File: config.mk
export PLATFORM = sky130hd
export DESIGN_NAME = food_spawn_ctrl
export DESIGN_NICKNAME = d
export VERILOG_FILES = /design/src/rtl/food_spawn_ctrl.sv
export SDC_FILE = /design/constraint.sdc
export NUM_CORES = 1
export LEC_CHECK = 0
export BUFFER_PORTS_ARGS = -buffer_cell sky130_fd_sc_hd__buf_2
export CAP_MARGIN = 20
export CORE_ASPECT_RATIO = 0.8
export CORE_MARGIN = 2
export CORE_UTILIZATION = 40
export CTS_BUF_LIST = sky130_fd_sc_hd__clkbuf_8
export CTS_CLUSTER_DIAMETER = 60
export DETAILED_ROUTE_END_ITERATION = 7
export PLACE_DENSITY_LB_ADDON = 0.15
export SYNTH_ARGS = -nofsm -noshare
export SYNTH_HDL_FRONTEND = slang
export SYNTH_SLANG_ARGS = --single-unit
File: constraint.sdc
create_clock -name clk -period 2.7 [get_ports clk]
set_clock_uncertainty 0.05 [all_clocks]
set_input_delay 0.54 -clock clk [delete_from_list [all_inputs] [get_ports clk]]
set_output_delay 0.54 -clock clk [all_outputs]
set_load 0.05 [all_outputs]
File: src/rtl/food_spawn_ctrl.sv
// food_spawn_ctrl: places a food cell on the snake grid from PRNG draws,
// retrying on out-of-range or occupied cells, then falling back to a scan.
module food_spawn_ctrl #(
    parameter int GRID_W    = 20,
    parameter int GRID_H    = 15,
    parameter int MAX_TRIES = 15
) (
    input  logic       clk,
    input  logic       rst,
    input  logic       spawn_req,
    input  logic [4:0] prng_num,
    output logic       prng_load,
    output logic       occ_query,
    output logic [4:0] occ_x,
    output logic [4:0] occ_y,
    input  logic       occ_valid,
    input  logic       occ_hit,
    output logic [4:0] food_x,
    output logic [4:0] food_y,
    output logic       food_valid,
    output logic       grid_full,
    output logic       busy
);

    localparam int TW = $clog2(MAX_TRIES + 1);

    // Six-bit limits so a 32-wide grid still compares correctly.
    localparam logic [5:0]    W_LIM   = 6'(GRID_W);
    localparam logic [5:0]    H_LIM   = 6'(GRID_H);
    localparam logic [4:0]    X_MAX   = 5'(GRID_W - 1);
    localparam logic [4:0]    Y_MAX   = 5'(GRID_H - 1);
    localparam logic [TW-1:0] TRY_MAX = TW'(MAX_TRIES);

    typedef enum logic [2:0] {
        SEED,
        IDLE,
        SAMPLE_X,
        SAMPLE_Y,
        QUERY,
        SCAN
    } state_t;

    state_t        state;
    logic [4:0]    cand_x;
    logic [4:0]    cand_y;
    logic [TW-1:0] tries;
    logic [TW-1:0] tries_inc;
    logic          x_ok;
    logic          y_ok;
    logic          tries_done;
    logic          scan_last;
    logic [4:0]    scan_nx;
    logic [4:0]    scan_ny;

    // Seed strobe and busy flag decode straight from the state register.
    assign prng_load = (state == SEED);
    assign busy      = (state == SAMPLE_X) || (state == SAMPLE_Y) ||
                       (state == QUERY)    || (state == SCAN);

    // Range checks, try bookkeeping and row-major successor of the scan cell.
    always_comb begin
        x_ok       = ({1'b0, prng_num} < W_LIM);
        y_ok       = ({1'b0, prng_num} < H_LIM);
        tries_inc  = tries + TW'(1);
        tries_done = (tries_inc == TRY_MAX);
        scan_last  = (cand_x == X_MAX) && (cand_y == Y_MAX);
        scan_nx    = cand_x + 5'd1;
        scan_ny    = cand_y;
        if (cand_x == X_MAX) begin
            scan_nx = 5'd0;
            scan_ny = cand_y + 5'd1;
        end
    end

    // Main sequencer: sampling, occupancy handshake, fallback scan.
    always_ff @(posedge clk or posedge rst) begin
        if (rst) begin
            state      <= SEED;
            cand_x     <= 5'd0;
            cand_y     <= 5'd0;
            tries      <= '0;
            occ_query  <= 1'b0;
            occ_x      <= 5'd0;
            occ_y      <= 5'd0;
            food_x     <= 5'd0;
            food_y     <= 5'd0;
            food_valid <= 1'b0;
            grid_full  <= 1'b0;
        end else begin
            unique case (state)
                SEED: begin
                    state <= IDLE;
                end
                IDLE: begin
                    if (spawn_req) begin
                        food_valid <= 1'b0;
                        grid_full  <= 1'b0;
                        tries      <= '0;
                        state      <= SAMPLE_X;
                    end
                end
                SAMPLE_X: begin
                    if (x_ok) begin
                        cand_x <= prng_num;
                        state  <= SAMPLE_Y;
                    end else begin
                        tries <= tries_inc;
                        if (tries_done) begin
                            cand_x    <= 5'd0;
                            cand_y    <= 5'd0;
                            occ_x     <= 5'd0;
                            occ_y     <= 5'd0;
                            occ_query <= 1'b1;
                            state     <= SCAN;
                        end
                    end
                end
                SAMPLE_Y: begin
                    if (y_ok) begin
                        cand_y    <= prng_num;
                        occ_x     <= cand_x;
                        occ_y     <= prng_num;
                        occ_query <= 1'b1;
                        state     <= QUERY;
                    end else begin
                        tries <= tries_inc;
                        if (tries_done) begin
                            cand_x    <= 5'd0;
                            cand_y    <= 5'd0;
                            occ_x     <= 5'd0;
                            occ_y     <= 5'd0;
                            occ_query <= 1'b1;
                            state     <= SCAN;
                        end
                    end
                end
                QUERY: begin
                    if (occ_valid) begin
                        if (!occ_hit) begin
                            occ_query  <= 1'b0;
                            food_x     <= cand_x;
                            food_y     <= cand_y;
                            food_valid <= 1'b1;
                            state      <= IDLE;
                        end else begin
                            tries <= tries_inc;
                            if (tries_done) begin
                                cand_x <= 5'd0;
                                cand_y <= 5'd0;
                                occ_x  <= 5'd0;
                                occ_y  <= 5'd0;
                                state  <= SCAN;
                            end else begin
                                occ_query <= 1'b0;
                                state     <= SAMPLE_X;
                            end
                        end
                    end
                end
                SCAN: begin
                    if (occ_valid) begin
                        if (!occ_hit) begin
                            occ_query  <= 1'b0;
                            food_x     <= cand_x;
                            food_y     <= cand_y;
                            food_valid <= 1'b1;
                            state      <= IDLE;
                        end else if (scan_last) begin
                            occ_query  <= 1'b0;
                            grid_full  <= 1'b1;
                            food_valid <= 1'b0;
                            state      <= IDLE;
                        end else begin
                            cand_x <= scan_nx;
                            cand_y <= scan_ny;
                            occ_x  <= scan_nx;
                            occ_y  <= scan_ny;
                        end
                    end
                end
                default: begin
                    state <= SEED;
                end
            endcase
        end
    end

endmodule

---- Word level (Yosys, flattened, before mapping) ----
Index checks and enable logic that the tools add are counted.
word-level totals
  output and inout port bits .............. 25
  bits in registers ....................... 40
  bits of input ports ..................... 10
operators by class
  equal/unequal tests ..................... 20
  bitwise logic cells ..................... 1
  reductions and logical operators ........ 18
  $add $sub $neg .......................... 3
  magnitude comparators ................... 2
  multiplexer cells ....................... 69
operators with widths
  operator                                                                count
  5-bit two-way mux                                                       28
  5-bit case mux with 4 select lines                                      4
  3-bit two-way mux                                                       10
  4-bit two-way mux                                                       5
  2-bit inequality test (second input constant)                           10
  3-bit case mux with 6 select lines                                      1
  6-bit AND reduction                                                     3
  1-bit two-way mux                                                       17
  4-bit case mux with 4 select lines                                      1
  7-bit AND reduction                                                     2
  5-bit by 1-bit adder with 5-bit output (second input constant)          2
  4-bit nonzero test                                                      2
  3-bit by 2-bit equality test with 1-bit output (second input constant)  2
  3-bit equality test (second input constant)                             2
  3-bit inequality test (second input constant)                           2
  5-bit by 4-bit equality test with 1-bit output (second input constant)  1
  5-bit equality test (second input constant)                             1
  5-bit by 4-bit < comparator with 1-bit output (second input constant)   1
  5-bit < comparator (second input constant)                              1
  5-bit AND reduction                                                     1
  4-bit by 1-bit adder with 4-bit output (second input constant)          1
  4-bit equality test (second input constant)                             1
  1-bit case mux with 4 select lines                                      1
  4-bit AND reduction                                                     1
  11 further kinds                                                        13

---- Depth between registers and ports, before layout ----
  depth in word-level cells ............... 6
  mapped depth ............................ 8
  mapped depth without buffers ............ 8

---- Worst setup path before layout ----
OpenSTA, ideal clock, no wires.
  path type ............................... register to output
  start ................................... reg state[0]
  end ..................................... out prng_load
  cell stages (with the launch flop) ...... 4
  setup slack ............................. 0.335 ns
  path buffers ............................ 2
  data arrival time ....................... 1.775 ns
  data required time ...................... 2.110 ns
  cells stage by stage .................... dfrtp_1 buf_2 clkbuf_1 nor3_1
on the way
  longest elaborated chain between the ends .. 1
ends and longest elaborated chain
  what                      RTL line  text
  start: declaration        43        state_t state;
  start signal: assignment  78        state <= SEED;
  start signal: assignment  92        state <= IDLE;
  start signal: assignment  99        state <= SAMPLE_X;
  3-bit zero test           56        assign prng_load = (state == SEED);
  end: declaration          12        output logic prng_load,
Every way passes these cells.

---- Worst setup path in the final report ----
  start ................................... reg cand_x[0]
  end ..................................... reg cand_x[0]
on the way
  longest elaborated chain between the ends .. 6
  elaborated cells between the ends (all ways) .. 15
  classes of those cells .................. add/sub (1); eq/ne (2); mux (10); reduce/logical (2)
ends and longest elaborated chain
  what                                                                           RTL line    text
  start: declaration                                                             44          logic [4:0] cand_x;
  start signal: assignment                                                       104         cand_x <= prng_num;
  start signal: assignment                                                       174         cand_x <= scan_nx;
  5-bit by 1-bit adder with 5-bit output or 5-bit equality test (tied branches)  67, 66, 69
  5-bit two-way mux                                                              69          if (cand_x == X_MAX) begin
  5-bit two-way mux                                                              168         end else if (scan_last) begin
  5-bit two-way mux                                                              162         if (!occ_hit) begin
  5-bit two-way mux                                                              161         if (occ_valid) begin
  5-bit case mux with 4 select lines                                             90          unique case (state)
Parallel ways exist; a longest one is shown, timed or not. The select of a mux whose other input is x is not followed.
A chain may end at the register's enable or synchronous reset.

==> run_results.csv <==
group,metric,value,unit
run_status,run_status,"finished, final reports clean",
clock_tree,cts.sinks,40,
clock_tree,post_cts.resized_instances,0,
synthesis,yosysWarnings,0,
worst_setup_path,crit_family,"simple AND/OR/NAND/NOR gates",
job,drv.max_cap_violation_count,0,
detailed_routing,detailedRoute.firstPassIterationCount,5,
detailed_routing,drc_violation_count_after_routing,0,
synthesis,synthDominantAreaCellType,"sky130_fd_sc_hd__dfrtp_1",
worst_setup_path,critical_path_arrival,2.49,ns
worst_setup_path,cp.buffers_inverters,0,
clock_tree,cts.reportedPaths.clkPinSlew,0.08,ns
floorplanning,floorplan.die.width,90.3,microns
synthesis,synth_cell_types,50,
synthesis,syn_area,2380,sq um
worst_setup_path,timing.critical_path.mode_cell,"sky130_fd_sc_hd__nor2_1",
pwr,cellPowerDensity,1220,nW/um^2
clock_tree,tritoncts,"done",
sta,setup_total_negative_slack,0,ns
floorplanning,die_y,73.0,microns
clock_tree,cts-htree-levels,2,
sta,maxClockFrequency,423,MHz
sta,min_period,2.37,ns
synthesis,synthArstFlopShare,100,%
pwr,pwr-share-seq,32.3,%
placed_design,dp_worst_setup_slack,0.357,ns
floorplanning,num_io_pins,35,
sta,slew_worst_pin,0.680,ns
pwr,pwr-share-clk,14.5,%
sta,setup_ws,0.334,ns
synthesis,synth-seq-area-share,42.0,%
clock_tree,root_buffer,"sky130_fd_sc_hd__clkbuf_8",
pwr,total_switching_power,1700,uW
sta,setup_viol,0,
worst_setup_path,critPathMaxStageDelay,0.49,ns
global_routing,first_global_vias,2022,
global_routing,globalRouteTotalUtil,19.2,%
synthesis,yosys-top-cells-area,"sky130_fd_sc_hd__dfrtp_1 42%, sky130_fd_sc_hd__nand2_1 7.3%, sky130_fd_sc_hd__o21ai_0 6.7%",
pwr,p_int,1660,uW
detailed_routing,vias_per_cell,5.52,
global_routing,grt_start_max_net_pins,41,
worst_setup_path,timing.critical_path.cells,"ha_1 -> nand4bb_4 -> nor2_1 -> a211o_1 -> nor2_1 -> a211oi_1 -> a31oi_1",
pwr,ir_drop,0.629,mV
detailed_routing,first_iter_violations,158,
worst_setup_path,worstSetupEndpointType,"flip-flop",
final_layout,area_growth_syn_to_layout,15.2,%
clock_tree,cts_buffers,5,
synthesis,synth_flop_cell,"sky130_fd_sc_hd__dfrtp_1",
synthesis,mappedNetlistNets,279,
synthesis,postSynthRegisterBits,40,
final_layout,drive_above_1_share,21.7,%
sta,hold_vio_cnt_final,0,
worst_setup_path,critPathSlowestCell,"sky130_fd_sc_hd__dfrtp_1",
placed_design,gpl.final_weighted_congestion,0.945,
clock_tree,max-clock-path-buffers,2,
worst_setup_path,setup.reg_to_reg.worst_slack,0.33,ns
synthesis,post_synth_edffs,0,
sta,max_slew_margin,54.4,%
clock_tree,post-cts-setup-buffers,0,
worst_setup_path,worst-path-stages,7,
synthesis,synthDominantCellAreaShare,42.0,%
floorplanning,core,5820,sq um
global_routing,grt_antenna_before_repair,0,
final_layout,num-nets-final,314,
synthesis,syn_avg_cell_area,9.02,sq um
detailed_routing,drt-wirelength-per-cell,15.5,microns
floorplanning,row_count,25,
placed_design,dp.final_hpwl,4230,microns
clock_tree,ctsHoldBuffers,0,
final_layout,antenna_cells_inserted,0,
placed_design,place.port_buffers,34,
synthesis,synthCells,264,
min_path,worst_hold_path_type,"input port to asynchronous set/reset pin",
worst_setup_path,startpoint,"cand_x[0]",
worst_setup_path,setup.worst_path.class,"flip-flop to flip-flop",
worst_setup_path,critPathLaunchType,"flip-flop",
sta,maxSlewViolCount,0,
detailed_routing,routed-via-count,2103,
sta,grt_setup_unrepaired,"false",
worst_setup_path,critical_path.max_fanout,8,
detailed_routing,drt-total-wl,5900,microns
worst_setup_path,reg2reg_to,"cand_x[0]",
worst_setup_path,rr_worst_depth,7,
floorplanning,die_area,6590,sq um
clock_tree,insertion_delay,0.30,ns
pwr,sw_frac_of_total,50.5,%
detailed_routing,postRouteAntennaNets,0,
pwr,power.static_leakage,0.00125,uW
worst_setup_path,critPathRequiredTime,2.82,ns
worst_setup_path,critical_path.endpoint,"cand_x[0]",
pwr,power.share.combinational,53.2,%
floorplanning,floorplan.initialDensity,40.9,%
worst_setup_path,timing.rr.start,"cand_x[0]",
sta,final_min_period_over_clock_period,87.6,%
global_routing,grt_pass1_wl,10000,microns
global_routing,gr-total-overflow,0,
[worst min-delay path by stage]
stage	startpoint	end	slack, ns
global placement	occ_y[1]	occ_y[1]	0.41
detailed placement	occ_y[1]	occ_y[1]	0.41
global route	rst	occ_y[3]	0.40
finish	rst	tries[1]	0.29
floorplan	cand_y[4]	cand_y[4]	0.44
CTS	rst	food_y[2]	0.32
[synth_stat cells (2+ instances only)]
library cell	n
sky130_fd_sc_hd__o21ai_0	32
sky130_fd_sc_hd__a31oi_1	4
sky130_fd_sc_hd__ha_1	5
sky130_fd_sc_hd__a21oi_1	12
sky130_fd_sc_hd__o22ai_1	5
sky130_fd_sc_hd__dfrtp_1	40
sky130_fd_sc_hd__nand3_1	4
sky130_fd_sc_hd__buf_4	2
sky130_fd_sc_hd__o2bb2ai_1	4
sky130_fd_sc_hd__xor2_1	2
sky130_fd_sc_hd__nand4b_1	2
sky130_fd_sc_hd__clkbuf_2	2
sky130_fd_sc_hd__and2_1	2
sky130_fd_sc_hd__o31ai_1	2
sky130_fd_sc_hd__inv_1	11
sky130_fd_sc_hd__xnor2_1	3
sky130_fd_sc_hd__a22oi_1	4
sky130_fd_sc_hd__nor3b_1	3
sky130_fd_sc_hd__a211oi_1	3
sky130_fd_sc_hd__mux2_2	10
sky130_fd_sc_hd__nand4_1	5
sky130_fd_sc_hd__a21o_1	3
sky130_fd_sc_hd__a32o_1	2
sky130_fd_sc_hd__nor3_1	2
sky130_fd_sc_hd__buf_2	6
sky130_fd_sc_hd__nor2_1	18
sky130_fd_sc_hd__nand2b_1	8
sky130_fd_sc_hd__nand2_1	46
[registers in the layout, summed over array words and instances, names as in the netlist]
| signal | count |
|---|---|
| food_y | 5 |
| food_valid | 1 |
| food_x | 5 |
| grid_full | 1 |
| tries | 4 |
| cand_y | 5 |
| occ_query | 1 |
| state | 3 |
| occ_x | 5 |
| cand_x | 5 |
| occ_y | 5 |
[area by class of cell]
class	instances	area [sq um]
multi-input combinational	202	1280
tap	81	101
clock inverter	3	38.8
fill	604	3070
inverter	11	41.3
sequential	40	1000
clock buffer	5	68.8
timing repair buffer	39	208
[power by group through the flow]
| stage | Combinational, uW | Sequential (uW) | Clock [uW] |
|---|---|---|---|
| floorplan | 1020 | 1450 | 0 |
| global placement | 1780 | 1100 | 0 |
| detailed placement | 1780 | 1100 | 0 |
| CTS | 1790 | 1090 | 498 |
| global route | 1950 | 1130 | 523 |
| finish | 1790 | 1080 | 487 |
[cell usage in the layout (no fill, tap or decap), drive strengths merged, types with 5 or more instances in the layout]
cell type / synthesis / final
a21oi: 13 / 13
buf: 8 / 39
clkbuf: 3 / 5
dfrtp: 40 / 40
ha: 5 / 5
inv: 11 / 12
mux2: 10 / 10
nand2: 46 / 46
nand2b: 8 / 8
nand4: 5 / 5
nor2: 19 / 19
o21ai: 33 / 33
o22ai: 5 / 5
[through the flow]
step	instance area, sq um	total power, uW	instances	util (%)	hold slack, ns
after floorplan	2380	2470	264	-	0.444
after global placement	2640	2880	373	45.3	0.406
after detailed placement	2640	2880	373	45.3	0.407
after CTS	2740	3380	381	47.2	0.324
after global routing	2740	3610	381	47.2	0.395
final	2740	3360	381	47.2	0.295
[routing by layer]
| layer | vias to the layer above | global-route usage [%] | part of all wire [%] |
|---|---|---|---|
| met5 | - | 0 | 0 |
| met4 | 0 | 7.69 | 1.8 |
| met3 | 9 | 4.03 | 5.0 |
| met2 | 69 | 28.3 | 41 |
| met1 | 1001 | 27.6 | 52 |
| li1 | 1024 | - | - |
[worst min-delay path: cells and delay by family]
kind	cells	cell delay, ns
buf+inv	3	0.55
[logic make-up (layout without fill, tap and decap cells)]
| group | count (synthesis) | in the layout | synth area share, % |
|---|---|---|---|
| AO/OA/AOI/OAI | 84 | 84 | 23.7 |
| XOR/XNOR | 5 | 5 | 1.84 |
| adder cells (fa/ha/maj) | 5 | 5 | 2.63 |
| buffers and inverters | 22 | 58 | 4.20 |
| flip-flops | 40 | 40 | 42.0 |
| multiplexers | 10 | 10 | 4.73 |
| AND/OR/NAND/NOR | 98 | 98 | 20.9 |
Note: power is estimated with default switching activity, not from simulation.
